File: src/rtl/ui_rom_arbiter.sv
// Shares the UI menu/game-over ROM read port between the VGA fetcher (priority) and a mouse hit-test engine.
// Latency: VGA data valid ROM_LAT+1 cycles after acceptance; hit_done ROM_LAT+2 cycles after hit_req when uncontended.
// Backpressure: a VGA request is held by the requester until vga_ready; a waiting hit-test is force-granted after STARVE_LIMIT cycles.
module ui_rom_arbiter #(
    parameter int ROM_LAT      = 1,
    parameter int STARVE_LIMIT = 15,
    parameter int SPLIT_Y      = 310
) (
    input  logic        clk,
    input  logic        rst_n,
    input  logic        vga_req,
    input  logic [16:0] vga_addr,
    output logic        vga_ready,
    output logic        vga_valid,
    output logic [1:0]  vga_menu_px,
    output logic [1:0]  vga_over_px,
    input  logic        hit_req,
    input  logic [9:0]  mouse_x,
    input  logic [9:0]  mouse_y,
    output logic        hit_busy,
    output logic        hit_done,
    output logic        on_start,
    output logic        on_connect,
    output logic        on_return,
    output logic        rom_en,
    output logic [16:0] rom_addr,
    input  logic [1:0]  menu_dout,
    input  logic [1:0]  over_dout
);

    typedef enum logic [1:0] {
        S_IDLE,
        S_WAIT,
        S_INFLIGHT,
        S_DONE
    } state_t;

    localparam int              CW     = (STARVE_LIMIT < 1) ? 1 : $clog2(STARVE_LIMIT + 1);
    localparam logic [CW-1:0]   LIMIT  = CW'(STARVE_LIMIT);
    localparam logic [9:0]      SPLIT  = 10'(SPLIT_Y);
    localparam logic [17:0]     SCREEN = 18'd76800;

    state_t              r_state;
    state_t              w_state_nxt;
    logic [CW-1:0]       r_wait_cnt;
    logic [16:0]         r_hit_addr;
    logic                r_y_hi;
    logic [ROM_LAT-1:0]  r_tag_vld;
    logic [ROM_LAT-1:0]  r_tag_hit;

    logic                w_hit_start;
    logic                w_hit_grant;
    logic                w_out_vld;
    logic                w_out_hit;
    logic [17:0]         w_x_half;
    logic [17:0]         w_y_half;
    logic [17:0]         w_lin;
    logic [17:0]         w_red1;
    logic [16:0]         w_hit_addr;

    // Linear pixel index on the 320x240 ROM; the 10-bit mouse range can overshoot by
    // up to two screens, hence the two conditional subtractions.
    assign w_x_half   = {8'd0, mouse_x} >> 1;
    assign w_y_half   = {8'd0, mouse_y} >> 1;
    assign w_lin      = w_x_half + (w_y_half << 8) + (w_y_half << 6);
    assign w_red1     = (w_lin >= SCREEN) ? (w_lin - SCREEN) : w_lin;
    assign w_hit_addr = 17'((w_red1 >= SCREEN) ? (w_red1 - SCREEN) : w_red1);

    assign w_hit_start = (r_state == S_IDLE) && hit_req;
    assign w_hit_grant = (r_state == S_WAIT) && (!vga_req || (r_wait_cnt == LIMIT));

    // Reset gating keeps the combinational outputs quiet while rst_n is low.
    assign vga_ready = rst_n && vga_req && !w_hit_grant;
    assign rom_en    = vga_ready || w_hit_grant;
    assign rom_addr  = w_hit_grant ? r_hit_addr : (rst_n ? vga_addr : 17'd0);

    assign w_out_vld = r_tag_vld[ROM_LAT-1];
    assign w_out_hit = r_tag_hit[ROM_LAT-1];

    always_ff @(posedge clk or negedge rst_n) begin
        if (!rst_n) begin
            r_state <= S_IDLE;
        end else begin
            r_state <= w_state_nxt;
        end
    end

    always_comb begin
        w_state_nxt = r_state;
        hit_busy    = (r_state != S_IDLE);
        hit_done    = 1'b0;
        case (r_state)
            S_IDLE:     if (hit_req) w_state_nxt = S_WAIT;
            S_WAIT:     if (w_hit_grant) w_state_nxt = S_INFLIGHT;
            S_INFLIGHT: if (w_out_vld && w_out_hit) w_state_nxt = S_DONE;
            S_DONE: begin
                hit_done    = 1'b1;
                w_state_nxt = S_IDLE;
            end
            default:    w_state_nxt = S_IDLE;
        endcase
    end

    always_ff @(posedge clk or negedge rst_n) begin
        if (!rst_n) begin
            r_wait_cnt <= '0;
            r_hit_addr <= '0;
            r_y_hi     <= 1'b0;
        end else if (w_hit_start) begin
            r_wait_cnt <= '0;
            r_hit_addr <= w_hit_addr;
            r_y_hi     <= (mouse_y >= SPLIT);
        end else if ((r_state == S_WAIT) && !w_hit_grant && (r_wait_cnt != LIMIT)) begin
            r_wait_cnt <= r_wait_cnt + CW'(1);
        end
    end

    // Tags travel alongside the ROM pipeline so returning data is steered without reordering.
    always_ff @(posedge clk or negedge rst_n) begin
        if (!rst_n) begin
            r_tag_vld <= '0;
            r_tag_hit <= '0;
        end else begin
            r_tag_vld[0] <= rom_en;
            r_tag_hit[0] <= w_hit_grant;
            for (int i = 1; i < ROM_LAT; i++) begin
                r_tag_vld[i] <= r_tag_vld[i-1];
                r_tag_hit[i] <= r_tag_hit[i-1];
            end
        end
    end

    always_ff @(posedge clk or negedge rst_n) begin
        if (!rst_n) begin
            vga_valid   <= 1'b0;
            vga_menu_px <= 2'd0;
            vga_over_px <= 2'd0;
        end else begin
            vga_valid <= w_out_vld && !w_out_hit;
            if (w_out_vld && !w_out_hit) begin
                vga_menu_px <= menu_dout;
                vga_over_px <= over_dout;
            end
        end
    end

    always_ff @(posedge clk or negedge rst_n) begin
        if (!rst_n) begin
            on_start   <= 1'b0;
            on_connect <= 1'b0;
            on_return  <= 1'b0;
        end else if (w_out_vld && w_out_hit) begin
            on_start   <= !r_y_hi && menu_dout[1];
            on_connect <= r_y_hi && menu_dout[1];
            on_return  <= (over_dout == 2'd2);
        end
    end

endmodule

File: config.mk
export PLATFORM = sky130hd
export DESIGN_NAME = ui_rom_arbiter
export DESIGN_NICKNAME = d
export VERILOG_FILES = /design/src/rtl/ui_rom_arbiter.sv
export SDC_FILE = /design/constraint.sdc
export NUM_CORES = 1
export LEC_CHECK = 0
export ABC_CLOCK_PERIOD_IN_PS = 2780
export CAP_MARGIN = 20
export CORE_ASPECT_RATIO = 1.2
export CORE_MARGIN = 2
export CORE_UTILIZATION = 54
export CTS_BUF_LIST = sky130_fd_sc_hd__clkbuf_16
export CTS_CLUSTER_DIAMETER = 50
export DETAILED_ROUTE_END_ITERATION = 7
export GPL_ROUTABILITY_DRIVEN = 0
export GPL_TIMING_DRIVEN = 0
export PLACE_DENSITY = 0.87
export SLEW_MARGIN = 30
export SYNTH_ARGS = -nofsm -noshare
export SYNTH_HDL_FRONTEND = slang
export SYNTH_SLANG_ARGS = --single-unit
export TNS_END_PERCENT = 1
File: constraint.sdc
create_clock -name clk -period 2.78 [get_ports clk]
set_input_delay 0.278 -clock clk [delete_from_list [all_inputs] [get_ports clk]]
set_output_delay 0.278 -clock clk [all_outputs]
set_load 0.02 [all_outputs]
==> flow_summary.toml, run 1 <==
[outcome]
run_status = "finished with violations"
violated_checks = "negative setup slack"

[finish]
final_cell_area_um2 = 4250
area_growth_pct = 48.08
final_core_util_pct = 81.35
num_antenna_cells = 0
layout_common_cells = "nand2_1, clkdlybuf4s50_1, dfrtp_1"
layout.nets = 531
finish.cell_count_without_fillers = 523
layout_commonest_cell = "nand2_1"
final_layout_size_suffix_gt1_share_pct = 19.96

[timing]
max_slew.worst_pin.slew_ns = 0.5040
finalWorstPathRequiredPeriod_ns = 4.043
slew-limit-headroom_pct = 66.40
drv_slew = 0
setup_tns_ns = -7.529
timing.clock.skew_ns = 0.002144
report.final.hold_viol_count = 0
hold-worst-slack_ns = 0.06813
maxClockFrequency_mhz = 247.3
grt_setup_unrepaired = "yes"
finalCritPeriodShare_pct = 145.4
setup-violations-final = 7
fin_ws_ns = -1.263

[clock_tree]
cts_inserted_buffers = 5
cts_max_path_buffers = 2
clk_latency_ns = 0.27
worst_setup_hold_path_clk_slew_ns = 0.05
cts_tree = "built"
clkSinkCount = 34
ctsRootBufferMaster = "clkbuf_16"
cts_max_level = 2

[global_routing]
grt_start_max_net_pins = 30
globalRouteOverflowTotal = 0
global_route_wire_length_before_repair_um = 13290
grt.total_usage_pct = 27.68
first_global_vias = 2976
antenna_found_initial = 0

[setup_path]
critical_path_peak_fanout = 6
critical_path.endpoint_type = "register"
worst_setup_path_start_kind = "input pin"
crit_required_ns = 2.99
crit_arrival_ns = 4.25
critical_path_class = "input pin to register"

[placement]
placed_cells = 490
port_buffers = 71
place_area_um2 = 3725
hpwl_dp_um = 5563

[floorplan]
effective_utilization_at_floorplan_pct = 54.93
die_h_um = 83.87
io_pins = 74
fp-row-count = 29
die_width_um = 70.56
core-area_um2 = 5225
die_outline_area_um2 = 5917

[pwr]
cellPowerDensity_nw_per_um2 = 773.0
irDropWorstVdd_mv = 0.3720
power.static_leakage_nw = 2.046

[synth]
postSynthAreaPerCell_um2 = 8.063
syn_inst = 356
yosys_warnings = 0
synth_largest_area_cell = "dfrtp_1"
count_of_flip_flops_with_a_built_in_enable_after_synthesis = 0
synth_top_area_share_pct = 29.64
synth.yosys.seq_area_share_pct = 29.64
synth_top_cells_by_area = "dfrtp_1, nand2_1, ha_1, nand3_1, nor2_1"
synth.ff_latch_count = 34
mappedNetlistNets = 427
yosys_most_used_dff = "dfrtp_1"
synth_area_um2 = 2870
ys_async_sr_fraction_pct = 100.0
netlist-cell-type-count = 64

[routing]
vias = 2946
firstDrtPassIters = 4
drt-initial-drc-count = 182
detail_route.wirelength_um = 7975
ant_nets = 0
avgRoutedWirePerCell_um = 15.25
drc = 0
route.detailed.vias_per_inst = 5.633

[worst_hold_path]
timing.hold.worst.class = "input pin to async pin"

[job]
max-cap-violations = 0
==> metal layers <==
layer  vias up  global-route usage, %  routed length (um)
met5         -                      0                   0
met4         0                  11.32                 197
met3        19                  2.778                 332
met2        94                  50.86                4235
met1      1380                  32.43                3209
li1       1453                      -                   -
==> registers in the layout, indices dropped and copies added, names as in the netlist <==
signal / cells
on_connect: 1
on_start: 1
vga_menu_px: 2
r_state: 2
vga_over_px: 2
r_wait_cnt: 4
r_y_hi: 1
vga_valid: 1
on_return: 1
r_hit_addr: 17
r_tag_hit: 1
r_tag_vld: 1
==> through the flow <==
step	power [mW]	worst slack, ns
floorplan	1.970	-1.409
global placement	2.473	-2.315
finish	3.285	-1.263
CTS	3.197	-1.258
global route	3.520	-1.398
detailed placement	2.535	-2.400
==> cell families after synthesis <==
group,count (synthesis),synth area share [%]
buffers and inverters,28,4.315
flip-flops,34,29.64
AND/OR/NAND/NOR,175,27.72
AO/OA/AOI/OAI,73,19.31
XOR/XNOR,13,4.490
adder cells (fa/ha/maj),27,12.25
multiplexers,6,2.267
==> worst max-delay path: stages <==
cell and delay (ns):
buf_6 0.09, inv_2 0.05, fa_2 0.46, buf_6 0.14, fa_2 0.36, nand2b_4 0.17, a21oi_4 0.16, xor2_2 0.12
ha_4 0.19, or4_4 0.49, o2111ai_4 0.10, and3_4 0.26, maj3_2 0.23, o311ai_4 0.11, o211ai_2 0.26, a21oi_4 0.10
or3_1 0.35, a211o_1 0.26, nand3_1 0.06
==> Yosys cell counts (all sizes together) (3+ instances only) <==
cell     number
xor2          6
o2111ai       4
a21o          4
a211oi        3
o21ai        16
mux2          4
dfrtp        34
ha           24
nand3        25
xnor2         7
o21a          3
a21oi        17
o211ai        6
nor3          4
inv          15
a31oi         5
nand2b        5
and2          3
nor2         26
or2           3
buf           3
clkbuf        9
and3          3
or3           4
nand2        94
==> final timing paths <==
kind	slack (ns)	start	depth (start not counted)	end
worst max-delay path	-1.26	mouse_x[9]	19	r_hit_addr[11]
worst min-delay path	0.07	rst_n	3	r_hit_addr[5]
worst max register to register	0.68	r_state[0]	9	r_hit_addr[12]
worst min register to register	0.47	r_hit_addr[0]	2	r_hit_addr[0]
max in group asynchronous	2.10	rst_n	2	r_hit_addr[6]
min in group clk	0.47	mouse_y[1]	5	r_hit_addr[6]
==> power by group <==
| group | switching [mW] | internal [mW] |
|---|---|---|
| Sequential | 0.135 | 0.709 |
| Combinational | 1.03 | 0.900 |
| Clock | 0.186 | 0.323 |
==> final cells by class <==
| type | instances | area, um^2 |
|---|---|---|
| clock inverters | 3 | 12.51 |
| inverters | 16 | 72.57 |
| fillers | 326 | 974.7 |
| repair buffers | 97 | 955.9 |
| clock buffers | 5 | 125.1 |
| plain buffers | 12 | 71.32 |
| flip-flops and latches | 34 | 850.8 |
| multi-input cells | 294 | 2085 |
| well taps | 62 | 77.57 |
==> timing repair <==
| action | in CTS | in global routing |
|---|---|---|
| hold buffers | 2 | 0 |
| pin swaps | 19 | 20 |
| buffers inserted | 14 | 9 |
| hold endpoints to repair | 5 | 0 |
| endpoints found under the setup margin | 18 | 17 |
| gates resized for setup | 48 | 23 |
(Power assumes the default switching activity.)
==> run 2, diff against run 1 <==
--- a/config.mk
+++ b/config.mk
@@ -6,7 +6,6 @@
 export NUM_CORES = 1
 export LEC_CHECK = 0
 export ABC_CLOCK_PERIOD_IN_PS = 2780
-export CAP_MARGIN = 20
 export CORE_ASPECT_RATIO = 1.2
 export CORE_MARGIN = 2
 export CORE_UTILIZATION = 54
==> results of run 2 <==
No change in the layout: final DEF, timing and power equal those of run 1.
